==> src/rtl/alu_pkg.sv <==
// Opcode encodings, opcode classification helpers and response-buffer states
// shared by the ALU and the arbiter.
package alu_pkg;

    localparam logic [3:0] OP_ADD  = 4'b0000;
    localparam logic [3:0] OP_ADCS = 4'b0001;
    localparam logic [3:0] OP_ANDS = 4'b0010;
    localparam logic [3:0] OP_ORRS = 4'b0011;
    localparam logic [3:0] OP_RSBS = 4'b0100;
    localparam logic [3:0] OP_SBCS = 4'b0101;
    localparam logic [3:0] OP_SUBS = 4'b0110;
    localparam logic [3:0] OP_CMP  = 4'b0111;
    localparam logic [3:0] OP_MULS = 4'b1000;

    typedef enum logic {
        EMPTY = 1'b0,
        FULL  = 1'b1
    } buf_state_t;

    function automatic logic is_legal_op(input logic [3:0] op);
        return op <= OP_MULS;
    endfunction

    function automatic logic uses_cin(input logic [3:0] op);
        return (op == OP_ADCS) || (op == OP_SBCS);
    endfunction

    function automatic logic writes_carry(input logic [3:0] op);
        return (op == OP_ADD)  || (op == OP_ADCS) || (op == OP_RSBS) ||
               (op == OP_SBCS) || (op == OP_SUBS) || (op == OP_CMP);
    endfunction

endpackage

==> src/rtl/alu.sv <==
// Combinational ALU. Subtractions use the not-borrow carry convention
// (a + ~b + 1); illegal opcodes yield err=1 with result and all flags zero.
module alu
    import alu_pkg::*;
#(
    parameter int W = 32
) (
    input  logic [3:0]   opcode,
    input  logic [W-1:0] a,
    input  logic [W-1:0] b,
    input  logic         cin,
    output logic [W-1:0] result,
    output logic         cout,
    output logic         nf,
    output logic         zf,
    output logic         err
);

    logic [W:0] sum;
    logic [W:0] one;
    logic [W:0] cin_ext;

    assign one     = {{W{1'b0}}, 1'b1};
    assign cin_ext = {{W{1'b0}}, cin};

    always_comb begin
        sum = '0;
        err = 1'b0;
        unique case (opcode)
            OP_ADD:          sum = {1'b0, a} + {1'b0, b};
            OP_ADCS:         sum = {1'b0, a} + {1'b0, b} + cin_ext;
            OP_ANDS:         sum = {1'b0, a & b};
            OP_ORRS:         sum = {1'b0, a | b};
            OP_RSBS:         sum = {1'b0, b} + {1'b0, ~a} + one;
            OP_SBCS:         sum = {1'b0, a} + {1'b0, ~b} + cin_ext;
            OP_SUBS, OP_CMP: sum = {1'b0, a} + {1'b0, ~b} + one;
            OP_MULS:         sum = {1'b0, a * b};
            default:         err = 1'b1;
        endcase
    end

    assign result = sum[W-1:0];
    assign cout   = sum[W];
    assign nf     = result[W-1];
    assign zf     = (result == '0) & ~err;

endmodule

==> src/rtl/alu_arbiter.sv <==
// Two-requester front end for one shared ALU: round-robin or fixed-priority
// grant, per-requester carry flag, single-entry registered response buffer.
module alu_arbiter
    import alu_pkg::*;
#(
    parameter int DATA_W = 32,
    parameter bit RR_EN  = 1'b1
) (
    input  logic              clk,
    input  logic              rst_n,
    input  logic              req0_valid,
    output logic              req0_ready,
    input  logic [3:0]        req0_opcode,
    input  logic [DATA_W-1:0] req0_a,
    input  logic [DATA_W-1:0] req0_b,
    input  logic              req1_valid,
    output logic              req1_ready,
    input  logic [3:0]        req1_opcode,
    input  logic [DATA_W-1:0] req1_a,
    input  logic [DATA_W-1:0] req1_b,
    output logic              rsp_valid,
    input  logic              rsp_ready,
    output logic              rsp_id,
    output logic [DATA_W-1:0] rsp_result,
    output logic              rsp_cout,
    output logic              rsp_nf,
    output logic              rsp_zf,
    output logic              rsp_err
);

    buf_state_t        state;
    logic              last_grant;
    logic [1:0]        c_flag;
    logic              grant;
    logic              can_accept;
    logic              accept;
    logic [3:0]        op_sel;
    logic [DATA_W-1:0] a_sel;
    logic [DATA_W-1:0] b_sel;
    logic              cin_sel;
    logic [DATA_W-1:0] alu_result;
    logic              alu_cout;
    logic              alu_nf;
    logic              alu_zf;
    logic              alu_err;

    always_comb begin
        if (req0_valid && req1_valid) grant = RR_EN ? ~last_grant : 1'b0;
        else                          grant = req1_valid;
    end

    // A draining consumer frees the buffer in the same edge, so issue never stalls on it.
    assign can_accept = (state == EMPTY) | rsp_ready;
    assign req0_ready = can_accept & req0_valid & ~grant;
    assign req1_ready = can_accept & req1_valid & grant;
    assign accept     = req0_ready | req1_ready;

    assign op_sel  = grant ? req1_opcode : req0_opcode;
    assign a_sel   = grant ? req1_a : req0_a;
    assign b_sel   = grant ? req1_b : req0_b;
    assign cin_sel = uses_cin(op_sel) & c_flag[grant];

    alu #(.W(DATA_W)) u_alu (
        .opcode (op_sel),
        .a      (a_sel),
        .b      (b_sel),
        .cin    (cin_sel),
        .result (alu_result),
        .cout   (alu_cout),
        .nf     (alu_nf),
        .zf     (alu_zf),
        .err    (alu_err)
    );

    assign rsp_valid = (state == FULL);

    always_ff @(posedge clk or negedge rst_n) begin
        if (!rst_n) begin
            state      <= EMPTY;
            last_grant <= 1'b1;
            c_flag     <= 2'b00;
            rsp_id     <= 1'b0;
            rsp_result <= '0;
            rsp_cout   <= 1'b0;
            rsp_nf     <= 1'b0;
            rsp_zf     <= 1'b0;
            rsp_err    <= 1'b0;
        end else begin
            if (accept) begin
                state      <= FULL;
                last_grant <= grant;
                rsp_id     <= grant;
                rsp_result <= alu_result;
                rsp_cout   <= alu_cout;
                rsp_nf     <= alu_nf;
                rsp_zf     <= alu_zf;
                rsp_err    <= alu_err;
                if (writes_carry(op_sel)) c_flag[grant] <= alu_cout;
            end else if (rsp_ready) begin
                state <= EMPTY;
            end
        end
    end

endmodule
==> config.mk <==
export PLATFORM = sky130hd
export DESIGN_NAME = alu_arbiter
export DESIGN_NICKNAME = d
export VERILOG_FILES = /design/src/rtl/alu_pkg.sv /design/src/rtl/alu.sv /design/src/rtl/alu_arbiter.sv
export SDC_FILE = /design/constraint.sdc
export NUM_CORES = 2
export LEC_CHECK = 0
export ABC_AREA = 1
export BUFFER_PORTS_ARGS = -buffer_cell sky130_fd_sc_hd__buf_4
export CORE_MARGIN = 5
export CORE_UTILIZATION = 36
export CTS_BUF_LIST = sky130_fd_sc_hd__clkbuf_2
export CTS_CLUSTER_DIAMETER = 60
export DETAILED_ROUTE_END_ITERATION = 10
export GPL_TIMING_DRIVEN = 0
export HOLD_SLACK_MARGIN = 0.12
export PLACE_DENSITY = 0.49
export SLEW_MARGIN = 15
export SYNTH_ARGS = -nofsm -noshare
export SYNTH_HDL_FRONTEND = slang
export SYNTH_SLANG_ARGS = --single-unit
==> constraint.sdc <==
create_clock -name clk -period 18.43 [get_ports clk]
set_clock_uncertainty 0.05 [all_clocks]
set_input_delay 0.9215 -clock clk [delete_from_list [all_inputs] [get_ports clk]]
set_output_delay 0.9215 -clock clk [all_outputs]
set_load 0.02 [all_outputs]
## Word-level counts from Yosys, hierarchy flattened

Cells that the tools add are included.

- Input port bits: 141
- Output and inout bits: 40
- Logic and storage cells: 69
- Register bits: 41

- Order comparisons: 2
- Eq/ne operators: 8
- Add/subtract/negate cells: 7
- Multiply operators: 1
- Muxes and demuxes: 13
- Bitwise operators: 15
- Reductions and logical operators: 14

Operator list:

| kind | count |
|---|---|
| one-hot mux 33 bit (8 select lines) | 1 |
| adder 32 x 32 -> 33 bit | 3 |
| adder 33 x 1 -> 33 bit | 2 |
| adder 33 x 1 -> 33 bit (second input constant) | 2 |
| two-way mux 32 bit | 2 |
| inverter 32 bit | 2 |
| bitwise AND 32 bit | 1 |
| logical NOT 32 bit | 1 |
| multiplier 32 x 32 -> 32 bit | 1 |
| OR 32 bit | 1 |
| == test 4 x 3 -> 1 bit (second input constant) | 4 |
| OR reduction 9 bit | 1 |
| == test 4 x 2 -> 1 bit (second input constant) | 2 |
| two-way mux 1 bit | 7 |
| bitwise AND 1 bit | 6 |
| logical OR 1 bit | 6 |
| == test 4 x 1 -> 1 bit (second input constant) | 1 |
| == test 4 bit (second input constant) | 1 |
| logical NOT 4 bit | 1 |
| two-way mux 4 bit | 1 |
| inverter 1 bit | 3 |
| bitwise mux 2 bit | 1 |
| logical AND 1 bit | 2 |
| < comparator 1 x 2 -> 1 bit (second input constant) | 1 |
| other kinds (6) | 7 |

## Logic depth before layout (Yosys ltp)

- Depth after elaboration: 10
- Depth in mapped cells: 44
- Depth with buffers taken out: 40

## By module

From an unflattened synthesis, not the netlist that was laid out.

- Cells, all modules: 4803
- Area, all modules: 30042.6 um^2

By module, submodules not included:

| module | cells an instance | seq. area each (um^2) | instances | area each (um^2) |
|---|---|---|---|---|
| alu | 4393 | 0.0 | 1 | 27536.4 |
| alu_arbiter | 410 | 1027.2 | 1 | 2506.2 |

## Worst setup path after synthesis

Ideal clock, no wire load.

- Path type: input-to-reg
- Start point: input req0_valid
- End point: register rsp_zf
- Cell stages on the path: 37
- Buffers on the path: 5
- Arrival: 8.598 ns
- Library setup time: 0.066 ns
- Slack: 9.717 ns
- Required time: 18.314 ns
- Cell sequence: nand2_2 > nand2_4 > buf_6 > buf_8 > buf_6 > o21ai_0 > clkbuf_1 > clkinv_1 > clkbuf_1 > nor2_1 > fa_1 > inv_1 > fa_1 > fa_1 > fa_1 > inv_1 > fa_1 > fa_1 > fa_1 > fa_1 > ha_1 > a21oi_1 > o21ai_0 > a21oi_1 > nand3_1 > nand2_1 > o211ai_1 > a21oi_1 > nor2_1 > or2_2 > a21oi_1 > nand3_1 > nand3_2 > nand3_2 > nor2_2 > nand3_1 > nand2_1

- Cells in the longest elaborated chain, start to end: 10
- Elaborated cells on any way between the ends: 40
- Those cells by class: 7 x add/sub; 1 x mul; 8 x eq/ne; 7 x mux; 11 x bitwise; 6 x reduce/logical

RTL lines:

| item | RTL line | RTL |
|---|---|---|
| start: declaration | alu_arbiter.sv:11 | `input logic req0_valid,` |
| parallel branches: the longest is 10 deep, another holds multiplier 32 x 32 -> 32 bit | - |  |
| end signal: assignment | alu_arbiter.sv:96 | `rsp_zf <= alu_zf;` |
| end: declaration | alu_arbiter.sv:27 | `output logic rsp_zf,` |

Several ways; the timed one is not identified. The select of a mux whose other input is x is not followed.
A chain may end at the register's enable or synchronous reset.

## Worst setup path after layout

- Start point: register last_grant
- End point: register rsp_zf

- Cells in the longest elaborated chain, start to end: 10
- Elaborated cells on any way between the ends: 39
- Those cells by class: 7 x add/sub; 1 x mul; 8 x eq/ne; 7 x mux; 11 x bitwise; 5 x reduce/logical

RTL lines:

| item | RTL line | RTL |
|---|---|---|
| start: declaration | alu_arbiter.sv:32 | `logic last_grant;` |
| start signal: assignment | alu_arbiter.sv:91 | `last_grant <= grant;` |
| inverter 1 bit (*) | alu_arbiter.sv:48 | `if (req0_valid && req1_valid) grant = RR_EN ? ~last_grant : 1'b0;` |
| two-way mux 1 bit (*) | alu_arbiter.sv:48 |  |
| parallel branches: the longest is 8 deep, another holds multiplier 32 x 32 -> 32 bit | - |  |

Mark *: on every way between the ends. The select of a mux whose other input is x is not followed.

==> impl_metrics.prom <==
# TYPE chip_impl_metric gauge
chip_impl_metric{name="grt_first_pass_wirelength",unit="um"} 197400
chip_impl_info{name="path_common_cell",value="fa_1"} 1
chip_impl_metric{name="drv.max_cap_violation_count",unit=""} 0
chip_impl_metric{name="ys.warnings.count",unit=""} 0
chip_impl_metric{name="ys_seq_elements",unit=""} 40
chip_impl_info{name="cts_tree",value="yes"} 1
chip_impl_metric{name="post_drt_antenna_nets",unit=""} 0
chip_impl_metric{name="grt_overflow_total",unit=""} 0
chip_impl_metric{name="drtIter0Drc",unit=""} 3092
chip_impl_metric{name="clock_tree.htree_level_count",unit=""} 2
chip_impl_metric{name="drv_slew",unit=""} 0
chip_impl_metric{name="maxClockFrequency",unit="MHz"} 86.22
chip_impl_metric{name="final_min_period_over_clock_period",unit=""} 0.6293
chip_impl_metric{name="placeableCoreArea",unit="um2"} 76200
chip_impl_metric{name="all_layer_global_routing_usage",unit=""} 0.3302
chip_impl_metric{name="area.growth.synth_to_final",unit="%"} 10.02
chip_impl_metric{name="clkLatencyLatePin",unit="ps"} 510
chip_impl_metric{name="cpPeakStageDelay",unit="ps"} 790
chip_impl_metric{name="synth_enable_flop_cells",unit=""} 0
chip_impl_metric{name="cp_data_required_time",unit="ps"} 18850
chip_impl_metric{name="async_flop_share",unit=""} 1.000
chip_impl_metric{name="ctsResizeCount",unit=""} 0
chip_impl_info{name="critical_path.endpoint_type",value="flip-flop"} 1
chip_impl_metric{name="netlist-cell-type-count",unit=""} 59
chip_impl_info{name="worst_r2r_startpoint",value="last_grant"} 1
chip_impl_metric{name="die_y",unit="um"} 287.9
chip_impl_metric{name="final_net_count",unit=""} 5123
chip_impl_metric{name="worst_slew_margin_rel",unit=""} 0.1033
chip_impl_metric{name="post_drt_via_cell_ratio",unit=""} 5.327
chip_impl_metric{name="synthesis.area_per_instance",unit="um2"} 6.727
chip_impl_metric{name="post_route_cells_drive_above_1_share",unit=""} 0.08424
chip_impl_metric{name="dpl.hpwl",unit="um"} 119000
chip_impl_metric{name="reg2regPathDepth",unit=""} 39
chip_impl_metric{name="maximum_number_of_pins_on_one_net_before_global_route_repair",unit=""} 41
chip_impl_metric{name="detail_route.wl_per_cell",unit="um"} 25.88
chip_impl_info{name="critPathSlowestCell",value="clkbuf_1"} 1
chip_impl_info{name="worstSetupPathType",value="reg -> reg"} 1
chip_impl_metric{name="route.vias.total",unit=""} 28520
chip_impl_metric{name="fp.dieW",unit="um"} 287.9
chip_impl_metric{name="cts_buf_count",unit=""} 5
chip_impl_metric{name="cts.path.max_buffers",unit=""} 2
chip_impl_info{name="unrepaired_setup_endpoints_after_global_routing",value="no"} 1
chip_impl_metric{name="worst_slew_pin_slew",unit="ps"} 1345
chip_impl_metric{name="syn-cell-area",unit="um2"} 27800
chip_impl_metric{name="die_area",unit="um2"} 82870
chip_impl_metric{name="grt_pass1_vias",unit=""} 27990
chip_impl_info{name="cts.root.buffer_cell",value="clkbuf_2"} 1
chip_impl_metric{name="rrSetupSlack",unit="ps"} 6830
chip_impl_metric{name="postCtsHoldBufs",unit=""} 0
chip_impl_metric{name="boundaryPins",unit=""} 181
chip_impl_metric{name="worst_setup_hold_path_clk_slew",unit="ps"} 260
chip_impl_metric{name="finalWorstPathRequiredPeriod",unit="ps"} 11600
chip_impl_info{name="worstHoldPathType",value="in -> async"} 1
chip_impl_metric{name="synth_seq_area_share",unit=""} 0.03606
chip_impl_metric{name="totalWireLength",unit="um"} 138500
chip_impl_metric{name="finalHoldViolations",unit=""} 0
chip_impl_metric{name="net_count_after_synthesis",unit=""} 4935
chip_impl_metric{name="setup-violations-final",unit=""} 0
chip_impl_info{name="outcome",value="finished, final reports clean"} 1
chip_impl_metric{name="routability_cong",unit=""} 1.014
chip_impl_info{name="mostFrequentLayoutCells",value="nand2_1, inv_1, nor2_1"} 1
chip_impl_metric{name="numPortBuffers",unit=""} 180
chip_impl_metric{name="clock_sinks",unit=""} 40
chip_impl_info{name="mostFrequentLayoutCell",value="nand2_1"} 1
chip_impl_metric{name="floorplan.initialDensity",unit=""} 0.3648
chip_impl_metric{name="syn_inst",unit=""} 4132
chip_impl_metric{name="grt_antenna_before_repair",unit=""} 6
chip_impl_info{name="timing.rr.end",value="rsp_zf"} 1
chip_impl_metric{name="timing.setup.tns",unit="ps"} 0
chip_impl_metric{name="worstPathMaxFanout",unit=""} 11
chip_impl_info{name="ys.flop_type",value="dfrtp_1"} 1
chip_impl_metric{name="placement_rows",unit=""} 101
chip_impl_metric{name="detail_route.first_pass.iterations",unit=""} 9
chip_impl_metric{name="cts_setup_buffers",unit=""} 0
chip_impl_metric{name="drc",unit=""} 0
chip_impl_metric{name="timing.critical_path.arrival",unit="ps"} 12020
chip_impl_info{name="critical_path.startpoint_type",value="flip-flop"} 1
[worst max-delay path by stage]
stage | start | to | slack (ps) | cells after the start
2_1_floorplan | req0_valid | rsp_zf | 9720 | 37
3_3_place_gp | req0_valid | rsp_zf | 5970 | 40
3_5_place_dp | req0_valid | rsp_zf | 6680 | 39
4_1_cts | last_grant | rsp_zf | 7110 | 39
5_1_grt | last_grant | rsp_zf | 6510 | 39
6_report | last_grant | rsp_zf | 6830 | 39
[stage by stage]
stage | setup slack [ps] | hold slack [ps] | std cells | cell area, um2 | utilization
after floorplan | 9717 | 399.3 | 4132 | 27800 | -
after global placement | 5970 | 411.5 | 5342 | 30440 | 0.3994
after detailed placement | 6676 | 416.4 | 5343 | 30520 | 0.4005
after CTS | 7110 | 306.0 | 5351 | 30560 | 0.4011
after global routing | 6509 | 277.9 | 5352 | 30580 | 0.4013
final | 6832 | 279.5 | 5353 | 30580 | 0.4013
[area by class of cell]
cell class	count	area, um2
fillers	8467	45620
clock inverters	2	16.27
inverters	800	3003
diodes	2	5.005
plain buffers	129	643.1
clock buffers	6	30.03
repair buffers	181	1379
multi-input cells	3163	23210
flip-flops and latches	40	1002
well taps	1030	1289
[state kept, by name (all words and copies together), names as in the netlist]
register	count
c_flag	2
last_grant	1
rsp_cout	1
rsp_err	1
rsp_id	1
rsp_result	32
rsp_valid	1
rsp_zf	1
[kinds of logic after synthesis]
logic type / Yosys count / share of synthesized area
flops: 40 / 0.03606
compound gates: 489 / 0.1070
xor+xnor: 96 / 0.03133
simple gates: 1916 / 0.2865
fa+ha+maj: 662 / 0.4084
buf+inv: 929 / 0.1306
[routing by layer]
metal / share of wire / wire length (um) / global-route usage
met5: 0 / 0 / 0
met4: 0.033 / 4570 / 0.08418
met2: 0.42 / 58500 / 0.5015
met3: 0.095 / 13140 / 0.06421
met1: 0.45 / 62330 / 0.4820
[cells in the mapped netlist (all sizes together), types with 2 or more instances]
cell type  instances  area [um2]
a21oi            189       953.4
o221ai            11       96.34
o2111ai            4       35.03
a211oi             8       60.06
o21a              19       142.6
inv              789        2962
o21bai            10       75.07
o211ai             8       60.06
or2               19       118.9
a21o              13       97.59
nand4             44       281.5
o211a              2       20.02
xnor2             31       286.5
buf               48       324.1
a21boi             8       60.06
and2               2       12.51
nor4              13       81.33
nor3              29       160.2
a221oi             3       26.28
fa               409        8188
o31ai              2       15.01
a31oi              4       25.02
nand3            217        1131
o21ai            193        1206
clkinv            11       41.29
xor2              65       584.3
clkbuf            81       304.0
dfrtp             39       975.9
nand3b            12       90.09
nor2             618        2390
o22ai             11       68.82
ha               253        3166
nand2            961        3690
[critical path, delay by kind of cell, from the launching register on]
family / cells / cell delay, ps
adders and majority gates: 9 / 4340
and+or+nand+nor: 18 / 3090
buffers and inverters: 9 / 2960
DFF: 1 / 600
AOI/OAI and AO/OA: 2 / 310
xor gates and xnor gates: 1 / 160
Power is left out: the tool's default activity adds up to more than one toggle a clock period on the data nets, which glitch-free logic cannot reach.
